===== src/rtl/mem_wb_stage.sv =====
// rtl/mem_wb_stage.sv - MEM/WB pipeline register with stall hold, bubble insertion and flush
// Optional hold/bubble performance counters are enabled by defining MEMWB_PERF_CNT_EN.
module mem_wb_stage #(
    parameter int ADDR_W    = 5,
    parameter int DATA_W    = 32,
    parameter int STALL_W   = 6,
    parameter int STAGE_IDX = 4,
    parameter int CNT_W     = 32
) (
    input  logic               clk,
    input  logic               rst,
    input  logic [STALL_W-1:0] stall,
    input  logic               flush,
    input  logic               mem_valid,
    input  logic [ADDR_W-1:0]  mem_waddr,
    input  logic               mem_reg_we,
    input  logic [DATA_W-1:0]  mem_data,
    input  logic               mem_whilo,
    input  logic [DATA_W-1:0]  mem_hi,
    input  logic [DATA_W-1:0]  mem_lo,
    output logic               wb_valid,
    output logic [ADDR_W-1:0]  wb_waddr,
    output logic               wb_reg_we,
    output logic [DATA_W-1:0]  wb_data,
    output logic               wb_whilo,
    output logic [DATA_W-1:0]  wb_hi,
    output logic [DATA_W-1:0]  wb_lo,
    output logic [CNT_W-1:0]   stall_cnt,
    output logic [CNT_W-1:0]   bubble_cnt
);

    generate
        if (STAGE_IDX < 0 || STAGE_IDX > STALL_W - 2) begin : g_bad_stage_idx
            $error("mem_wb_stage: STAGE_IDX must lie in 0..STALL_W-2");
        end
    endgenerate

    logic mem_stall;
    logic wb_stall;
    logic hold;
    logic bubble;
    logic unused_stall_bits;

    assign mem_stall         = stall[STAGE_IDX];
    assign wb_stall          = stall[STAGE_IDX+1];
    assign hold              = mem_stall & wb_stall;
    // A stalled MEM with a running WB must not hand the same instruction over twice.
    assign bubble            = mem_stall & ~wb_stall;
    assign unused_stall_bits = ^stall;

    always_ff @(posedge clk) begin
        if (rst || flush || bubble) begin
            wb_valid  <= 1'b0;
            wb_waddr  <= '0;
            wb_reg_we <= 1'b0;
            wb_data   <= '0;
            wb_whilo  <= 1'b0;
            wb_hi     <= '0;
            wb_lo     <= '0;
        end else if (!hold) begin
            wb_valid  <= mem_valid;
            wb_waddr  <= mem_valid ? mem_waddr : '0;
            wb_reg_we <= mem_reg_we & mem_valid;
            wb_data   <= mem_valid ? mem_data : '0;
            wb_whilo  <= mem_whilo & mem_valid;
            wb_hi     <= mem_valid ? mem_hi : '0;
            wb_lo     <= mem_valid ? mem_lo : '0;
        end
    end

`ifdef MEMWB_PERF_CNT_EN
    logic [CNT_W-1:0] stall_q;
    logic [CNT_W-1:0] bubble_q;

    // Counters track the stall decode only; flush does not touch them.
    always_ff @(posedge clk) begin
        if (rst) begin
            stall_q  <= '0;
            bubble_q <= '0;
        end else begin
            if (hold && stall_q != '1) begin
                stall_q <= stall_q + CNT_W'(1);
            end
            if (bubble && bubble_q != '1) begin
                bubble_q <= bubble_q + CNT_W'(1);
            end
        end
    end

    assign stall_cnt  = stall_q;
    assign bubble_cnt = bubble_q;
`else
    assign stall_cnt  = '0;
    assign bubble_cnt = '0;
`endif

endmodule


===== config.mk =====
export PLATFORM = sky130hd
export DESIGN_NAME = mem_wb_stage
export DESIGN_NICKNAME = d
export VERILOG_FILES = /design/src/rtl/mem_wb_stage.sv
export SDC_FILE = /design/constraint.sdc
export NUM_CORES = 1
export LEC_CHECK = 0
export BUFFER_PORTS_ARGS = -buffer_cell sky130_fd_sc_hd__buf_2
export CAP_MARGIN = 15
export CELL_PAD_IN_SITES_DETAIL_PLACEMENT = 0
export CELL_PAD_IN_SITES_GLOBAL_PLACEMENT = 1
export CORE_UTILIZATION = 31
export CTS_BUF_LIST = sky130_fd_sc_hd__clkbuf_8 sky130_fd_sc_hd__clkbuf_16
export DETAILED_ROUTE_END_ITERATION = 8
export HOLD_SLACK_MARGIN = 0.08
export PLACE_DENSITY = 0.88
export SKIP_LAST_GASP = 1
export SYNTH_ARGS = -nofsm -noshare
export SYNTH_HDL_FRONTEND = slang
export SYNTH_SLANG_ARGS = --single-unit

===== constraint.sdc =====
create_clock -name clk -period 2.15 [get_ports clk]
set_clock_uncertainty 0.15 [all_clocks]
set_input_delay 0.3225 -clock clk [delete_from_list [all_inputs] [get_ports clk]]
set_output_delay 0.3225 -clock clk [all_outputs]
set_load 0.005 [all_outputs]

; Word level (Yosys, flattened, before mapping)
; Cells that the tools add are included.
[totals]
regBits = 104
output_inout_bits = 168
elab_cells = 18
[classes]
mux = 4
n_bitwise = 5
reduce_logical = 2
[ops]
columns = operator, n
row1 = $mux 32, 3
row2 = $mux 5, 1
row3 = $and 1x1->1, 4
row4 = $logic_or 1x1->1, 2
row5 = $not 1->1, 1

; Longest topological paths before layout
[logic_depth]
depth_word = 3
ltp_mapped = 6

; Worst setup path before layout
; Ideal clock, no wire load.
[synth_path]
path_kind = input -> register
startpoint = in stall[4]
endpoint = reg wb_data[0]
setup_time_ns = 0.120
t_arrival_ns = 0.943
slack_ns = 0.937
cell_stages = 6
cell_sequence = and2_1 buf_2 buf_6 buf_6 nand2_1 a21oi_1
[synth_via]
elab_chain_len = 2
[synth_rtl]
columns = element, line_no
row1 = from (decl), 12  ; input logic [STALL_W-1:0] stall,
row2 = $and 1x1->1, 48  ; assign bubble = mem_stall & ~wb_stall;
row3 = $logic_or 1x1->1, 52  ; if (rst || flush || bubble) begin
row4 = to (signal assigned), 64  ; wb_data <= mem_valid ? mem_data : '0;
row5 = to (decl), 24  ; output logic [DATA_W-1:0] wb_data,
; Parallel ways exist; a longest one is shown, timed or not.
; A chain may end at the register's enable or synchronous reset.

; Worst setup path after layout
[layout_path]
startpoint = reg wb_data[13]
endpoint = out wb_data[13]
; No word-level cell between the ends.

==> flow_summary.json <==
{
  "first_pass_iters": 4,
  "grt_max_degree": 105,
  "r2r_slack_ps": 1390,
  "drt-initial-drc-count": 190,
  "intPower_w": 0.00334,
  "cts-root-buf": "clkbuf_16",
  "worst_setup_path_start_kind": "register",
  "cts_max_path_buffers": 2,
  "status": "completed",
  "syn_to_final_growth_pct": 40.4,
  "slew_violations": 0,
  "layout.nets": 876,
  "rsz0062_at_grt": "false",
  "crit_chain": "buf_2",
  "grt_pass1_vias": 3831,
  "cts.clk_slew.worst_paths_ps": 80,
  "ios": 281,
  "avgRoutedWirePerCell_um": 12.4,
  "drc": 0,
  "clk_latency_ps": 340,
  "worstSetupPathType": "reg -> out",
  "layout_commonest_cell": "buf_2",
  "die_area_um2": 14300,
  "grt_pass1_wl_mm": 18.6,
  "yosysTopAreaCellShare_pct": 48.6,
  "die_y_um": 120,
  "grt_util_all_layers_pct": 16.3,
  "worstPathArrival_ps": 810,
  "hold_violations": 0,
  "cp_max_fo": 2,
  "critPathBufInv": 1,
  "critPathRequiredTime_ps": 1680,
  "cts_tree": "built",
  "htreeDepth": 3,
  "synth.avg_cell_area_um2": 8.05,
  "p_switching_w": 0.00104,
  "synth_area_um2": 4280,
  "power_frac_comb_pct": 10.9,
  "ant_nets": 0,
  "seq_power_share_pct": 45.3,
  "ir_drop_uv": 442,
  "final.setup.tns_ps": 0,
  "endpoint_kind": "output pin",
  "ctsResizeCount": 0,
  "min_period_ps": 1280,
  "maxCapViolCount": 0,
  "reg2regPathDepth": 2,
  "crit_slowest_cell": "dfxtp_1",
  "hp-class": "in -> reg",
  "globalplace.congestion": 0.715,
  "post_cts_buffers": 0,
  "tightest_slew_ps": 503,
  "layout_common_cells": "211 x buf_2, 105 x nand2_1, 104 x a21oi_1, 104 x dfxtp_1, 103 x nand3_1",
  "antenna_found_initial": 0,
  "ys_top_cells_by_area": "dfxtp_1 49%, a21oi_1 12%, nand3_1 12%, buf_4 11%, nand2_1 9.3%",
  "synth_top_cell_by_area": "dfxtp_1",
  "routed_wl_mm": 11.7,
  "cp_num_cells": 1,
  "portBuffers": 212,
  "viasPerCell": 4.46,
  "switching_share_pct": 23.8,
  "relSlewSlack_pct": 66.5,
  "core_um2": 13300,
  "start_util_pct": 32.1,
  "hold_buffers": 48,
  "overflow": 0,
  "powerDensity_nw_per_um2": 729,
  "synth.distinct_cells": 14,
  "diodes": 0,
  "numCtsBuffers": 9,
  "path_delay_family": "flip-flops",
  "cpPeakStageDelay_ps": 350,
  "pwr-share-clk_pct": 43.9,
  "dpl.hpwl_mm": 7.11,
  "setup_viol": 0,
  "finalCritPeriodShare_pct": 59.6,
  "pre_cts_slack_ps": 588,
  "fin_ws_ps": 869,
  "power_leakage_nw": 2.78,
  "ys_warn_count": 0,
  "synth-seq-cells": 104,
  "max_freq_mhz": 781,
  "synthCells": 532,
  "placementRows": 42,
  "ys_seq_area_share_pct": 48.6,
  "worst_hold_path.num_cells": 3,
  "cts_sinks": 104,
  "die_w_um": 120,
  "drive_gt1_share_pct": 31.0,
  "via_count": 4211
}
## path summary, 6_finish.rpt
path,startpoint,endpoint
worst max-delay path,wb_data[13]$_SDFFE_PP0N_,wb_data[13]
worst min-delay path,mem_hi[0],wb_hi[0]$_SDFFE_PP0N_
worst max register to register,wb_data[13]$_SDFFE_PP0N_,wb_data[13]$_SDFFE_PP0N_
worst min register to register,wb_hi[13]$_SDFFE_PP0N_,wb_hi[13]$_SDFFE_PP0N_
## routing by layer
| layer | vias up | routed length (um) | GRT usage, % |
|---|---|---|---|
| met5 | - | 0 | 0 |
| li1 | 2104 | - | - |
| met4 | 0 | 85 | 4.69 |
| met1 | 1933 | 5280 | 20.5 |
| met2 | 169 | 5410 | 26.5 |
| met3 | 5 | 911 | 5.32 |
## per-stage QoR
stage | power (W) | area, um2 | hold slack, ps | util (%) | instances
5_1_grt | 0.00460 | 6010 | 82.3 | 45.1 | 944
2_1_floorplan | 0.00234 | 4520 | 298 | - | 595
4_1_cts | 0.00446 | 6010 | 80.1 | 45.1 | 944
3_3_place_gp | 0.00244 | 5180 | 285 | 38.8 | 880
3_5_place_dp | 0.00244 | 5180 | 290 | 38.8 | 880
6_report | 0.00438 | 6010 | 95.0 | 45.1 | 944
## state kept, by name, summed over array words and instances (netlist names)
register	cells
wb_hi	32
wb_waddr	5
wb_valid	1
wb_reg_we	1
wb_whilo	1
wb_lo	32
wb_data	32
## synth_stat cells (all sizes together)
master,n
buf,102
nand3,103
nor2,1
o21ai,1
nand2,106
conb,1
dfxtp,104
and2,1
inv,1
a21oi,104
clkbuf,8
## area by class of cell
cell class | count | area [um2]
Fill cell | 1377 | 7330
Sequential cell | 104 | 2080
Multi-Input combinational cell | 380 | 1710
Timing Repair Buffer | 267 | 1650
Clock buffer | 9 | 225
Tap cell | 176 | 220
Clock inverter | 7 | 125
Inverter | 1 | 3.75
## logic make-up (layout without fill, tap and decap cells)
family | count (synthesis) | in the layout | share of synthesized area (%)
buffers and inverters | 111 | 284 | 17.4
other | 1 | 64 | 0.0875
AO/OA/AOI/OAI | 105 | 105 | 12.4
flip-flops | 104 | 104 | 48.6
AND/OR/NAND/NOR | 211 | 211 | 21.6
## power groups by stage
stage          logic [W]  clock network [W]  registers (W)
6_report        0.000476            0.00192        0.00199
5_1_grt         0.000531            0.00208        0.00199
4_1_cts         0.000479            0.00200        0.00199
3_5_place_dp    0.000411                  0        0.00203
3_3_place_gp    0.000409                  0        0.00203
2_1_floorplan   0.000303                  0        0.00204
## tightest hold or removal path: stages
cell and delay [ps]:
buf_2 90, nand3_1 70, a21oi_1 60
(Power assumes the default switching activity.)
